[src/rtl/uart_cmd_parser.sv]
// uart_cmd_parser: decodes ASCII hex register commands received from a UART
// into single-cycle register write/read strobes with address and data.
// Write: W aa dd <CR|LF>   Read: R aa <CR|LF>   (case-insensitive letter, hex digits)
module uart_cmd_parser #(
    parameter logic [23:0] TIMEOUT_CYCLES = 24'd1_000_000
) (
    input  logic       clk,
    input  logic       rst_n,
    input  logic [7:0] rx_data,
    input  logic       rx_valid,
    output logic [7:0] reg_addr,
    output logic [7:0] reg_wdata,
    output logic       reg_we,
    output logic       reg_re,
    output logic       cmd_error,
    output logic       busy
);

    typedef enum logic [2:0] {
        IDLE,
        ADDR_HI,
        ADDR_LO,
        DATA_HI,
        DATA_LO,
        TERM
    } state_e;

    state_e      state_q, state_d;
    logic        is_wr_q, is_wr_d;
    logic [7:0]  addr_sh_q, addr_sh_d;
    logic [7:0]  data_sh_q, data_sh_d;
    logic [23:0] cnt_q, cnt_d;
    logic [7:0]  reg_addr_q, reg_addr_d;
    logic [7:0]  reg_wdata_q, reg_wdata_d;
    logic        we_q, we_d;
    logic        re_q, re_d;
    logic        err_q, err_d;

    // {valid, nibble} for an ASCII hex digit
    function automatic logic [4:0] hex_val(input logic [7:0] b);
        logic [4:0] r;
        r = '0;
        if (b >= 8'h30 && b <= 8'h39)      r = {1'b1, 4'(b - 8'h30)};
        else if (b >= 8'h41 && b <= 8'h46) r = {1'b1, 4'(b - 8'h37)};
        else if (b >= 8'h61 && b <= 8'h66) r = {1'b1, 4'(b - 8'h57)};
        return r;
    endfunction

    logic [4:0] hex;
    logic       is_term;
    logic       expire;
    logic       reject;

    assign hex     = hex_val(rx_data);
    assign is_term = (rx_data == 8'h0D) || (rx_data == 8'h0A);
    // Fires on the edge where the silence count reaches TIMEOUT_CYCLES-1, so the
    // registered error appears TIMEOUT_CYCLES cycles after the last byte's strobe.
    assign expire  = (TIMEOUT_CYCLES != 24'd0) &&
                     (({1'b0, cnt_q} + 25'd2) >= {1'b0, TIMEOUT_CYCLES});

    // Next-state, shadow shifting, commit and timeout decisions
    always_comb begin
        state_d     = state_q;
        is_wr_d     = is_wr_q;
        addr_sh_d   = addr_sh_q;
        data_sh_d   = data_sh_q;
        cnt_d       = cnt_q;
        reg_addr_d  = reg_addr_q;
        reg_wdata_d = reg_wdata_q;
        we_d        = 1'b0;
        re_d        = 1'b0;
        err_d       = 1'b0;
        reject      = 1'b0;

        if (rx_valid) begin
            cnt_d = '0;
            unique case (state_q)
                IDLE: begin
                    if (rx_data == 8'h57 || rx_data == 8'h77) begin
                        state_d = ADDR_HI;
                        is_wr_d = 1'b1;
                    end else if (rx_data == 8'h52 || rx_data == 8'h72) begin
                        state_d = ADDR_HI;
                        is_wr_d = 1'b0;
                    end else if (!(is_term || rx_data == 8'h20)) begin
                        err_d = 1'b1;
                    end
                end
                ADDR_HI, ADDR_LO: begin
                    if (hex[4]) begin
                        addr_sh_d = {addr_sh_q[3:0], hex[3:0]};
                        if (state_q == ADDR_HI) state_d = ADDR_LO;
                        else                    state_d = is_wr_q ? DATA_HI : TERM;
                    end else begin
                        reject = 1'b1;
                    end
                end
                DATA_HI, DATA_LO: begin
                    if (hex[4]) begin
                        data_sh_d = {data_sh_q[3:0], hex[3:0]};
                        state_d   = (state_q == DATA_HI) ? DATA_LO : TERM;
                    end else begin
                        reject = 1'b1;
                    end
                end
                TERM: begin
                    if (is_term) begin
                        reg_addr_d = addr_sh_q;
                        if (is_wr_q) begin
                            reg_wdata_d = data_sh_q;
                            we_d        = 1'b1;
                        end else begin
                            re_d = 1'b1;
                        end
                        state_d   = IDLE;
                        is_wr_d   = 1'b0;
                        addr_sh_d = '0;
                        data_sh_d = '0;
                    end else begin
                        reject = 1'b1;
                    end
                end
                default: reject = 1'b1;
            endcase
        end else if (state_q != IDLE) begin
            if (expire) reject = 1'b1;
            else        cnt_d  = cnt_q + 24'd1;
        end else begin
            cnt_d = '0;
        end

        if (reject) begin
            state_d   = IDLE;
            is_wr_d   = 1'b0;
            addr_sh_d = '0;
            data_sh_d = '0;
            cnt_d     = '0;
            err_d     = 1'b1;
        end
    end

    // State, shadow and output registers with synchronous active-low reset
    always_ff @(posedge clk) begin
        if (!rst_n) begin
            state_q     <= IDLE;
            is_wr_q     <= 1'b0;
            addr_sh_q   <= '0;
            data_sh_q   <= '0;
            cnt_q       <= '0;
            reg_addr_q  <= '0;
            reg_wdata_q <= '0;
            we_q        <= 1'b0;
            re_q        <= 1'b0;
            err_q       <= 1'b0;
        end else begin
            state_q     <= state_d;
            is_wr_q     <= is_wr_d;
            addr_sh_q   <= addr_sh_d;
            data_sh_q   <= data_sh_d;
            cnt_q       <= cnt_d;
            reg_addr_q  <= reg_addr_d;
            reg_wdata_q <= reg_wdata_d;
            we_q        <= we_d;
            re_q        <= re_d;
            err_q       <= err_d;
        end
    end

    assign reg_addr  = reg_addr_q;
    assign reg_wdata = reg_wdata_q;
    assign reg_we    = we_q;
    assign reg_re    = re_q;
    assign cmd_error = err_q;
    assign busy      = (state_q != IDLE);

endmodule

[config.mk]
export PLATFORM = sky130hd
export DESIGN_NAME = uart_cmd_parser
export DESIGN_NICKNAME = d
export VERILOG_FILES = /design/src/rtl/uart_cmd_parser.sv
export SDC_FILE = /design/constraint.sdc
export NUM_CORES = 1
export LEC_CHECK = 0
export BUFFER_PORTS_ARGS = -buffer_cell sky130_fd_sc_hd__clkbuf_2
export CAP_MARGIN = 10
export CORE_UTILIZATION = 50
export DETAILED_ROUTE_END_ITERATION = 10
export HOLD_SLACK_MARGIN = 0.1
export PLACE_DENSITY = 0.8
export SYNTH_ARGS = -nofsm -noshare
export SYNTH_HDL_FRONTEND = slang
export SYNTH_SLANG_ARGS = --single-unit
[constraint.sdc]
create_clock -name clk -period 3 [get_ports clk]
set_clock_uncertainty 0.05 [all_clocks]
set_input_delay 0.15 -clock clk [delete_from_list [all_inputs] [get_ports clk]]
set_output_delay 0.15 -clock clk [all_outputs]
set_load 0.01 [all_outputs]
==> flow_summary.json <==
{
  "nNetsFinal": 449,
  "max_freq_ghz": 0.356,
  "max-cap-violations": 0,
  "clock_latency_ns": 0.33,
  "critPathKind": "flop to flop",
  "grt_util_met1_pct": 27.6,
  "hold_viol_final": 0,
  "antenna_left": 0,
  "crit_arrival_ns": 3.01,
  "synth_top_cell_area_share_pct": 39.1,
  "use_met2_pct": 32.9,
  "cp-start-kind": "flop",
  "rsz0062_at_grt": "no",
  "drtPass1Iterations": 5,
  "synth-main-ff-cell": "dfxtp_1",
  "outcome": "complete, no violations",
  "die_h_um": 82.4,
  "grt_util_met3_pct": 3.41,
  "p_leak_nw": 1.34,
  "multiInputGateArea_sq_mm": 0.00187,
  "htreeDepth": 3,
  "synth-seq-cells": 63,
  "die_w_um": 82.4,
  "grt_max_degree": 23,
  "crit_chain": "ha_2, nand4_1, or3_4, nor2_1, o21ai_1, a211o_1, a2111oi_4, buf_4, o21ai_4, nor3_2",
  "grt_pass1_wl_mm": 10.9,
  "ys_seq_area_share_pct": 39.1,
  "antennaDiodeCount": 0,
  "crit_buf_inv": 1,
  "async_reset_ff_share_pct": 0,
  "top_usage_layer": "met2",
  "period_share_pct": 93.6,
  "yosysTopAreaCell": "dfxtp_1",
  "cts_root_buf": "clkbuf_8",
  "setup_violations": 0,
  "yosysMostFrequentCell": "dfxtp_1",
  "slowest_delay_ns": 0.43,
  "design.core.area_sq_mm": 0.00606,
  "avgSynthCellArea_sq_um": 8.17,
  "regArea_sq_mm": 0.00126,
  "syn_inst": 395,
  "clk_pin_slew_ns": 0.07,
  "wire_per_inst_um": 13.3,
  "drt-initial-drc-count": 202,
  "numCtsBuffers": 9,
  "hpwl_mm": 4.80,
  "worstMarginPinSlew_ns": 0.751,
  "drv_slew": 0,
  "fillers": 551,
  "total_power_mw": 1.56,
  "place_ws_ns": -0.0838,
  "required_ns": 3.20,
  "synth_edf_count": 0,
  "route.detailed.drc": 0,
  "cp-end-kind": "flop",
  "place.gp.congestion": 0.834,
  "antenna_found_initial": 0,
  "ys_warn_count": 0,
  "grt_pass1_vias": 2468,
  "synthTopCellsByCount": "dfxtp_1 (63), nor2_1 (58), nand2_1 (50), nand3_1 (25), a21oi_1 (24)",
  "grt_usage_pct": 21.1,
  "overflow": 0,
  "routed-via-count": 2791,
  "start_util_pct": 53.3,
  "post-route-min-period_ns": 2.81,
  "fin_ws_ns": 0.193,
  "clk_path_buf_depth": 2,
  "viasPerCell": 5.47,
  "synth_area_sq_mm": 0.00323,
  "clock-sinks": 63,
  "rows": 28,
  "cts_hold_buf": 0,
  "io_buffer_count": 30,
  "routed_wl_mm": 6.80,
  "final_layout_size_suffix_gt1_share_pct": 17.2,
  "slew_headroom_pct": 49.5,
  "synth_area_leaders": "dfxtp_1 (39%), nor2_1 (6.7%), nand2_1 (5.8%)",
  "cpLargestDelayFamily": "simple AND/OR/NAND/NOR gates",
  "critPathSlowestCell": "or3_4",
  "dieArea_sq_mm": 0.00678,
  "power_density_mw_per_mm2": 425,
  "hp-class": "primary input to flop",
  "synth.distinct_cells": 54,
  "num_io_pins": 31,
  "crit_fanout": 10,
  "area_growth_pct": 13.8,
  "peakVddDrop_mv": 0.239,
  "tritoncts": "built"
}
[state kept, by name, summed over array words and instances, names as in the netlist]
register / count
reg_re: 1
reg_wdata: 8
cmd_error: 1
data_sh_q: 8
reg_we: 1
reg_addr: 8
cnt_q: 24
state_q: 3
is_wr_q: 1
addr_sh_q: 8
[kinds of logic after synthesis]
family | synth area share [%]
DFF | 39.1
adders and majority gates | 3.10
muxes | 3.41
xor gates and xnor gates | 6.24
buffers and inverters | 3.99
AOI/OAI and AO/OA | 14.0
other | 0.116
and+or+nand+nor | 30.1
[cells in the final DEF, fill, tap and decap left out, types with 4 or more instances in the layout]
master / n
dfxtp_1: 63
nor2_1: 58
nand2_1: 50
clkbuf_2: 30
nand3_1: 25
a21oi_1: 24
a21boi_0: 16
xor2_1: 15
buf_4: 12
mux2i_1: 11
clkbuf_8: 11
nor3_1: 9
inv_1: 8
o21ai_0: 8
xnor2_1: 8
nand4_1: 7
ha_1: 7
nor4_1: 6
nand2b_1: 6
and3_1: 5
o21bai_1: 4
[worst reg2reg max path, stage by stage, from the launching register on]
cell	delay (ns)
dfxtp_1	0.39
ha_2	0.24
nand4_1	0.24
or3_4	0.43
nor2_1	0.10
o21ai_1	0.07
a211o_1	0.37
a2111oi_4	0.30
buf_4	0.20
o21ai_4	0.12
nor3_2	0.22
[what timing repair did]
action,CTS,global route
resized for setup,1,2
cloned,0,1
setup endpoints to repair,20,22
buffers inserted,0,2
pin swaps,0,3
[layer usage]
layer | part of all wire, % | wire length, um
met1 | 47 | 3180
met5 | 0 | 0
met2 | 48 | 3240
met4 | 0.87 | 59
met3 | 4.7 | 318
[through the flow]
stage	area [sq um]	instances	hold slack [ns]	util (%)	setup TNS (ns)
4_1_cts	3640	507	0.164	60.1	0
2_1_floorplan	3240	397	0.283	-	0
3_3_place_gp	3460	491	0.404	57.0	0
5_1_grt	3670	510	0.194	60.6	0
6_report	3670	510	0.190	60.6	0
3_5_place_dp	3460	491	0.408	57.0	-1.16
[report_power, final]
part | internal [mW] | switching [mW]
Combinational | 0.0257 | 0.0422
Sequential | 0.840 | 0.00235
Clock | 0.343 | 0.310
Total | 1.21 | 0.355
[worst paths after layout]
kind,start,to,slack [ns],depth (start not counted)
max,cnt_q[1]$_SDFFE_PP0N_,state_q[0]$_SDFFE_PP0P_,0.19,10
min,rx_valid,is_wr_q$_SDFFE_PP0P_,0.19,3
max reg2reg,cnt_q[1]$_SDFFE_PP0N_,state_q[0]$_SDFFE_PP0P_,0.19,10
min reg2reg,reg_addr[0]$_SDFFE_PN0P_,reg_addr[0]$_SDFFE_PN0P_,0.42,2
[cell type report]
type	instances	area share, %
clock buffer	13	4.33
clock inverter	3	0.477
inverter	8	0.817
multi-input combinational	306	51.0
sequential	63	34.3
tap	75	2.55
timing repair buffer	42	6.54
Note: power is estimated with default switching activity, not from simulation.
